$ cat config.mk
export PLATFORM = sky130hd
export DESIGN_NAME = sd_dram_writer
export DESIGN_NICKNAME = d
export VERILOG_FILES = /design/src/rtl/sd_dram_writer.sv
export SDC_FILE = /design/constraint.sdc
export NUM_CORES = 1
export LEC_CHECK = 0
export ABC_AREA = 1
export CORE_MARGIN = 4
export CORE_UTILIZATION = 30
export DETAILED_ROUTE_END_ITERATION = 10
export DONT_BUFFER_PORTS = 1
export HOLD_SLACK_MARGIN = 0.03
export SLEW_MARGIN = 20
export SYNTH_ARGS = -nofsm -noshare
export SYNTH_HDL_FRONTEND = slang
export SYNTH_SLANG_ARGS = --single-unit
$ cat constraint.sdc
create_clock -name clk27mhz -period 5.4 [get_ports clk27mhz]
set_clock_uncertainty 0.05 [all_clocks]
set_input_delay 1.08 -clock clk27mhz [delete_from_list [all_inputs] [get_ports clk27mhz]]
set_output_delay 1.08 -clock clk27mhz [all_outputs]
set_load 0.05 [all_outputs]
$ cat src/rtl/sd_dram_writer.sv
// SD loader DRAM writer: 32-bit word FIFO feeding a we/busy DRAM handshake at consecutive addresses.
// Optional running checksum output when SD_CHECKSUM_EN is defined.
module sd_dram_writer #(
  parameter int          FIFO_AW   = 3,
  parameter logic [31:0] BASE_ADDR = 32'h0
) (
  input  logic        clk27mhz,
  input  logic        reset,
  input  logic [31:0] i_data,
  input  logic        i_we,
  input  logic        i_done,
  input  logic        i_dram_busy,
  output logic        o_dram_we,
  output logic [31:0] o_dram_addr,
  output logic [31:0] o_dram_wdata,
  output logic        o_load_done,
  output logic        o_overflow,
`ifdef SD_CHECKSUM_EN
  output logic [31:0] o_checksum,
`endif
  output logic [31:0] o_words
);

  localparam int             DEPTH   = 1 << FIFO_AW;
  localparam logic [FIFO_AW:0] DEPTH_C = (FIFO_AW+1)'(DEPTH);

  typedef enum logic [1:0] {IDLE, ISSUE, WAIT_ACK, WAIT_DONE} state_t;

  state_t                   state_q, state_d;
  logic [DEPTH-1:0][31:0]   mem_q, mem_d;
  logic [FIFO_AW:0]         wr_ptr_q, wr_ptr_d, rd_ptr_q, rd_ptr_d, count;
  logic [31:0]              addr_q, addr_d, wdata_q, wdata_d, words_q, words_d;
  logic                     load_done_q, load_done_d, overflow_q, overflow_d;
  logic                     full, empty, push, pop;
`ifdef SD_CHECKSUM_EN
  logic [31:0]              csum_q, csum_d;
`endif

  // Pointers carry one extra bit so full and empty are distinguishable.
  assign count = wr_ptr_q - rd_ptr_q;
  assign full  = (count == DEPTH_C);
  assign empty = (count == '0);
  assign push  = i_we && !full && !load_done_q;
  assign pop   = (state_q == IDLE) && !empty && !i_dram_busy;

  always_comb begin
    mem_d       = mem_q;
    wr_ptr_d    = wr_ptr_q;
    rd_ptr_d    = rd_ptr_q;
    state_d     = state_q;
    addr_d      = addr_q;
    wdata_d     = wdata_q;
    words_d     = words_q;
`ifdef SD_CHECKSUM_EN
    csum_d      = csum_q;
`endif
    if (push) begin
      mem_d[wr_ptr_q[FIFO_AW-1:0]] = i_data;
      wr_ptr_d = wr_ptr_q + 1'b1;
    end
    case (state_q)
      IDLE: if (pop) begin
        wdata_d  = mem_q[rd_ptr_q[FIFO_AW-1:0]];
        rd_ptr_d = rd_ptr_q + 1'b1;
        state_d  = ISSUE;
      end
      ISSUE:    state_d = WAIT_ACK;
      WAIT_ACK: if (i_dram_busy) state_d = WAIT_DONE;
      WAIT_DONE: if (!i_dram_busy) begin
        addr_d  = addr_q + 32'd4;
        words_d = words_q + 32'd1;
`ifdef SD_CHECKSUM_EN
        csum_d  = csum_q + wdata_q;
`endif
        state_d = IDLE;
      end
      default: state_d = IDLE;
    endcase
    load_done_d = load_done_q | (i_done && empty && (state_q == IDLE));
    overflow_d  = overflow_q | (i_we && full && !load_done_q);
  end

  always_ff @(posedge clk27mhz) begin
    if (reset) begin
      state_q     <= IDLE;
      mem_q       <= '0;
      wr_ptr_q    <= '0;
      rd_ptr_q    <= '0;
      addr_q      <= BASE_ADDR;
      wdata_q     <= '0;
      words_q     <= '0;
      load_done_q <= 1'b0;
      overflow_q  <= 1'b0;
`ifdef SD_CHECKSUM_EN
      csum_q      <= '0;
`endif
    end else begin
      state_q     <= state_d;
      mem_q       <= mem_d;
      wr_ptr_q    <= wr_ptr_d;
      rd_ptr_q    <= rd_ptr_d;
      addr_q      <= addr_d;
      wdata_q     <= wdata_d;
      words_q     <= words_d;
      load_done_q <= load_done_d;
      overflow_q  <= overflow_d;
`ifdef SD_CHECKSUM_EN
      csum_q      <= csum_d;
`endif
    end
  end

  assign o_dram_we    = (state_q == ISSUE);
  assign o_dram_addr  = addr_q;
  assign o_dram_wdata = wdata_q;
  assign o_load_done  = load_done_q;
  assign o_overflow   = overflow_q;
  assign o_words      = words_q;
`ifdef SD_CHECKSUM_EN
  assign o_checksum   = csum_q;
`endif

endmodule
==> flow_summary_export.csv <==
group,metric,value,unit
place,gp_congestion,0.8072,
timing,rsz0062_at_grt,"no",
worst_setup_path,r2r-start,"wr_ptr_q[0]",
final_layout,layout.nets,2519,
synthesis,synth_fa_ha_area_frac,0.008569,
synthesis,ys_warn_count,0,
worst_setup_path,crit_slowest_cell,"nand3_2",
clocking,cts_made_buffers,42,
detailed_routing,drtIter0Drc,1343,
worst_setup_path,reg2reg_depth,14,
timing,setup_viol,0,
synthesis,synth-seq-cells,362,
timing,slew_headroom,0.2468,
worst_setup_path,path_cells,"inv_2, ha_1, inv_1, nand2_1, nand2_1, nand2_1, nand2_1, nand2_1, nand2_4, nand3_2, buf_4, nand2_1, nand2_1, nor2_1",
worst_setup_path,rrSetupSlack,1.91,ns
detailed_routing,dr.pass1.iters,5,
worst_setup_path,crit_arrival,3.95,ns
final_layout,fin_area,19010,um2
pwr,cellLeakagePower,0.007510,uW
worst_setup_path,worst-path-buf-inv,3,
timing,worst_slack,1.906,ns
global_routing,grt_pass1_wl,83620,um
worst_setup_path,required,5.86,ns
min_path,holdCritStartpoint,"mem_q[209]",
place,placed_area,17600,um2
pwr,irDropWorstVdd,315.7,uV
detailed_routing,route.detailed.drc,0,
final_layout,final_cell_mix,"nand2_1, nor2_1, dfxtp_1, a21oi_1",
clocking,post-cts-setup-buffers,0,
die,pin_count,136,
timing,period_share,0.6471,
clocking,cts_root_buf,"clkbuf_16",
detailed_routing,met1_length,23760,um
place,place_hpwl,30000,um
clocking,htree_levels,2,
timing,fmax,286.2,MHz
detailed_routing,wl_met2,24320,um
worst_setup_path,crit_path_max_incr_delay,0.74,ns
place,portBuffers,0,
timing,tns,0,ns
worst_setup_path,cp-start-kind,"flop",
clocking,cts_sinks,362,
clocking,clock_latency,0.58,ns
flow_run,cap_violations,0,
timing,period_minus_slack,3.494,ns
die,rows,88,
synthesis,synth-compound-area-share,0.1657,
worst_setup_path,critical_path.top_delay_family,"simple AND/OR/NAND/NOR gates",
global_routing,grt-ovfl-total,0,
die,die_area,62340,um2
synthesis,synthDistinctLibCells,34,
pwr,power.density,520.0,nW/um2
die,fp.coreArea,57810,um2
min_path,hold_depth,2,
worst_setup_path,worst-setup-path-type,"flop to flop",
timing,worst_pin_slew,1.127,ns
synthesis,synth_area,17520,um2
detailed_routing,routed_wl,52790,um
detailed_routing,vias,15933,
min_path,hp-class,"flop to flop",
global_routing,grt_max_degree,164,
place,dp_slack,1.971,ns
detailed_routing,dr.max_layer_used,"met4",
worst_setup_path,worst-path-max-fanout,50,
run_status,status,"complete, no violations",
detailed_routing,final_antenna_net_count,0,
synthesis,synthMuxAreaShare,0.0005713,
timing,drv_slew,0,
synthesis,yosys.area_share.simple,0.2971,
global_routing,grt_pass1_vias,14839,
clocking,cts_tree,"done",
worst_setup_path,reg2reg_to,"mem_q[159]",
clocking,clockBufferDepth,3,
detailed_routing,wl_met3,3354,um
clocking,cts_hold_buf,0,
clocking,clk_pin_slew,0.06,ns
worst_setup_path,cp-end-kind,"flop",
final_layout,drive_gt1_frac,0.04722,
final_layout,syn_to_final_growth,8.491,%
worst_setup_path,crit_path_frequent_cell,"nand2_1",
global_routing,track_usage,0.1622,
detailed_routing,wl_per_cell,16.17,um
final_layout,final_common_cell,"nand2_1",
final_layout,antenna_cells,0,
synthesis,synth_xor_xnor_area_share,0.008498,
timing,hold_viol,0,
synthesis,synth_top_family_by_area,"simple AND/OR/NAND/NOR gates",
global_routing,antenna_found_initial,0,
min_path,min_to,"mem_q[209]",
timing,hold_slack,0.4052,ns
die,initial_utilization,0.3031,
detailed_routing,via_per_inst,4.881,
synthesis,syn_inst,2620,
clocking,post_cts_resize_count,0,
die,die_w,249.7,um
synthesis,seq_area_frac_synth,0.4136,
synthesis,syn_area_per_cell,6.688,um2
die,die-height,249.7,um
-- routing by layer --
| layer | GRT usage | vias to the layer above |
|---|---|---|
| met3 | 0.03022 | 75 |
| li1 | - | 8161 |
| met4 | 0.04893 | 0 |
| met2 | 0.2723 | 419 |
| met5 | 0 | - |
| met1 | 0.2124 | 7278 |
-- stage by stage --
stage          utilization  total power [uW]  instances
6_report            0.3289              9884       3264
5_1_grt             0.3289             10480       3264
4_1_cts             0.3289              9940       3264
3_5_place_dp        0.3045              6996       3191
3_3_place_gp        0.3045              6966       3191
2_1_floorplan            -              6269       2621
-- worst reg2reg max path, delay by kind of cell (launching register included) --
family                   cells  cell delay, ns
flip-flops                   1            0.51
buffers and inverters        3            0.74
adder cells (fa/ha/maj)      1            0.23
AND/OR/NAND/NOR             10            1.91
-- kinds of logic (layout without fill, tap and decap cells) --
family,after synthesis,in the layout
buffers and inverters,411,289
AND/OR/NAND/NOR,1238,1238
adder cells (fa/ha/maj),12,12
XOR/XNOR,17,17
AO/OA/AOI/OAI,578,578
multiplexers,1,1
other,1,2
flip-flops,362,362
-- power by group --
part | internal (uW) | switching [uW]
clock | 1730 | 1190
sequential | 3050 | 697
combinational | 841 | 2370
-- layout make-up --
cell class                      count  area (um2)
Clock buffer                       67        1285
Tap cell                          765       957.2
Multi-Input combinational cell   1848        8491
Timing Repair Buffer               18       147.6
Inverter                          198       752.0
Fill cell                        6261       38800
Clock inverter                      6       125.1
Sequential cell                   362        7252
-- flip-flops by register name, indices dropped and copies added (netlist names) --
| signal | count |
|---|---|
| wr_ptr_q | 4 |
| o_overflow | 1 |
| rd_ptr_q | 4 |
| o_dram_addr | 30 |
| o_load_done | 1 |
| o_dram_wdata | 32 |
| o_words | 32 |
| state_q | 2 |
| mem_q | 256 |
-- cells in the mapped netlist --
cell type | instances | share of area
nand2_1 | 610 | 0.13
nor2_1 | 415 | 0.089
dfxtp_1 | 362 | 0.41
a21oi_1 | 328 | 0.094
inv_1 | 193 | 0.041
o21ai_0 | 191 | 0.055
nand4_1 | 132 | 0.047
clkbuf_1 | 92 | 0.020
buf_2 | 73 | 0.021
o21ai_1 | 55 | 0.016
nand3_1 | 30 | 0.0086
buf_4 | 29 | 0.012
nor3_1 | 17 | 0.0049
xor2_1 | 14 | 0.0070
buf_6 | 13 | 0.0084
ha_1 | 12 | 0.0086
nand3_2 | 9 | 0.0051
nand3b_1 | 9 | 0.0039
buf_1 | 5 | 0.0011
inv_2 | 4 | 0.00086
nor2_4 | 4 | 0.0026
nand2_2 | 3 | 0.0011
nor2_2 | 3 | 0.0011
nor3b_1 | 3 | 0.0013
o21a_1 | 3 | 0.0013
xnor2_1 | 3 | 0.0015
buf_8 | 1 | 0.00086
clkinv_2 | 1 | 0.00029
conb_1 | 1 | 0.00021
mux2i_1 | 1 | 0.00057
nand2_4 | 1 | 0.00064
nand3_4 | 1 | 0.0010
o21bai_1 | 1 | 0.00043
or2_1 | 1 | 0.00036
-- how the worst max path moves through the flow --
stage                     cells after the start  slack [ns]          end        start
after CTS                                    14        1.97   mem_q[156]  wr_ptr_q[0]
after detailed placement                     14        1.97   mem_q[151]  wr_ptr_q[0]
after global routing                         14        1.59   mem_q[156]  wr_ptr_q[0]
after floorplan                               7        3.14  wr_ptr_q[2]         i_we
final                                        14        1.91   mem_q[159]  wr_ptr_q[0]
after global placement                       14        2.04   mem_q[149]  wr_ptr_q[0]
(Power assumes the default switching activity.)
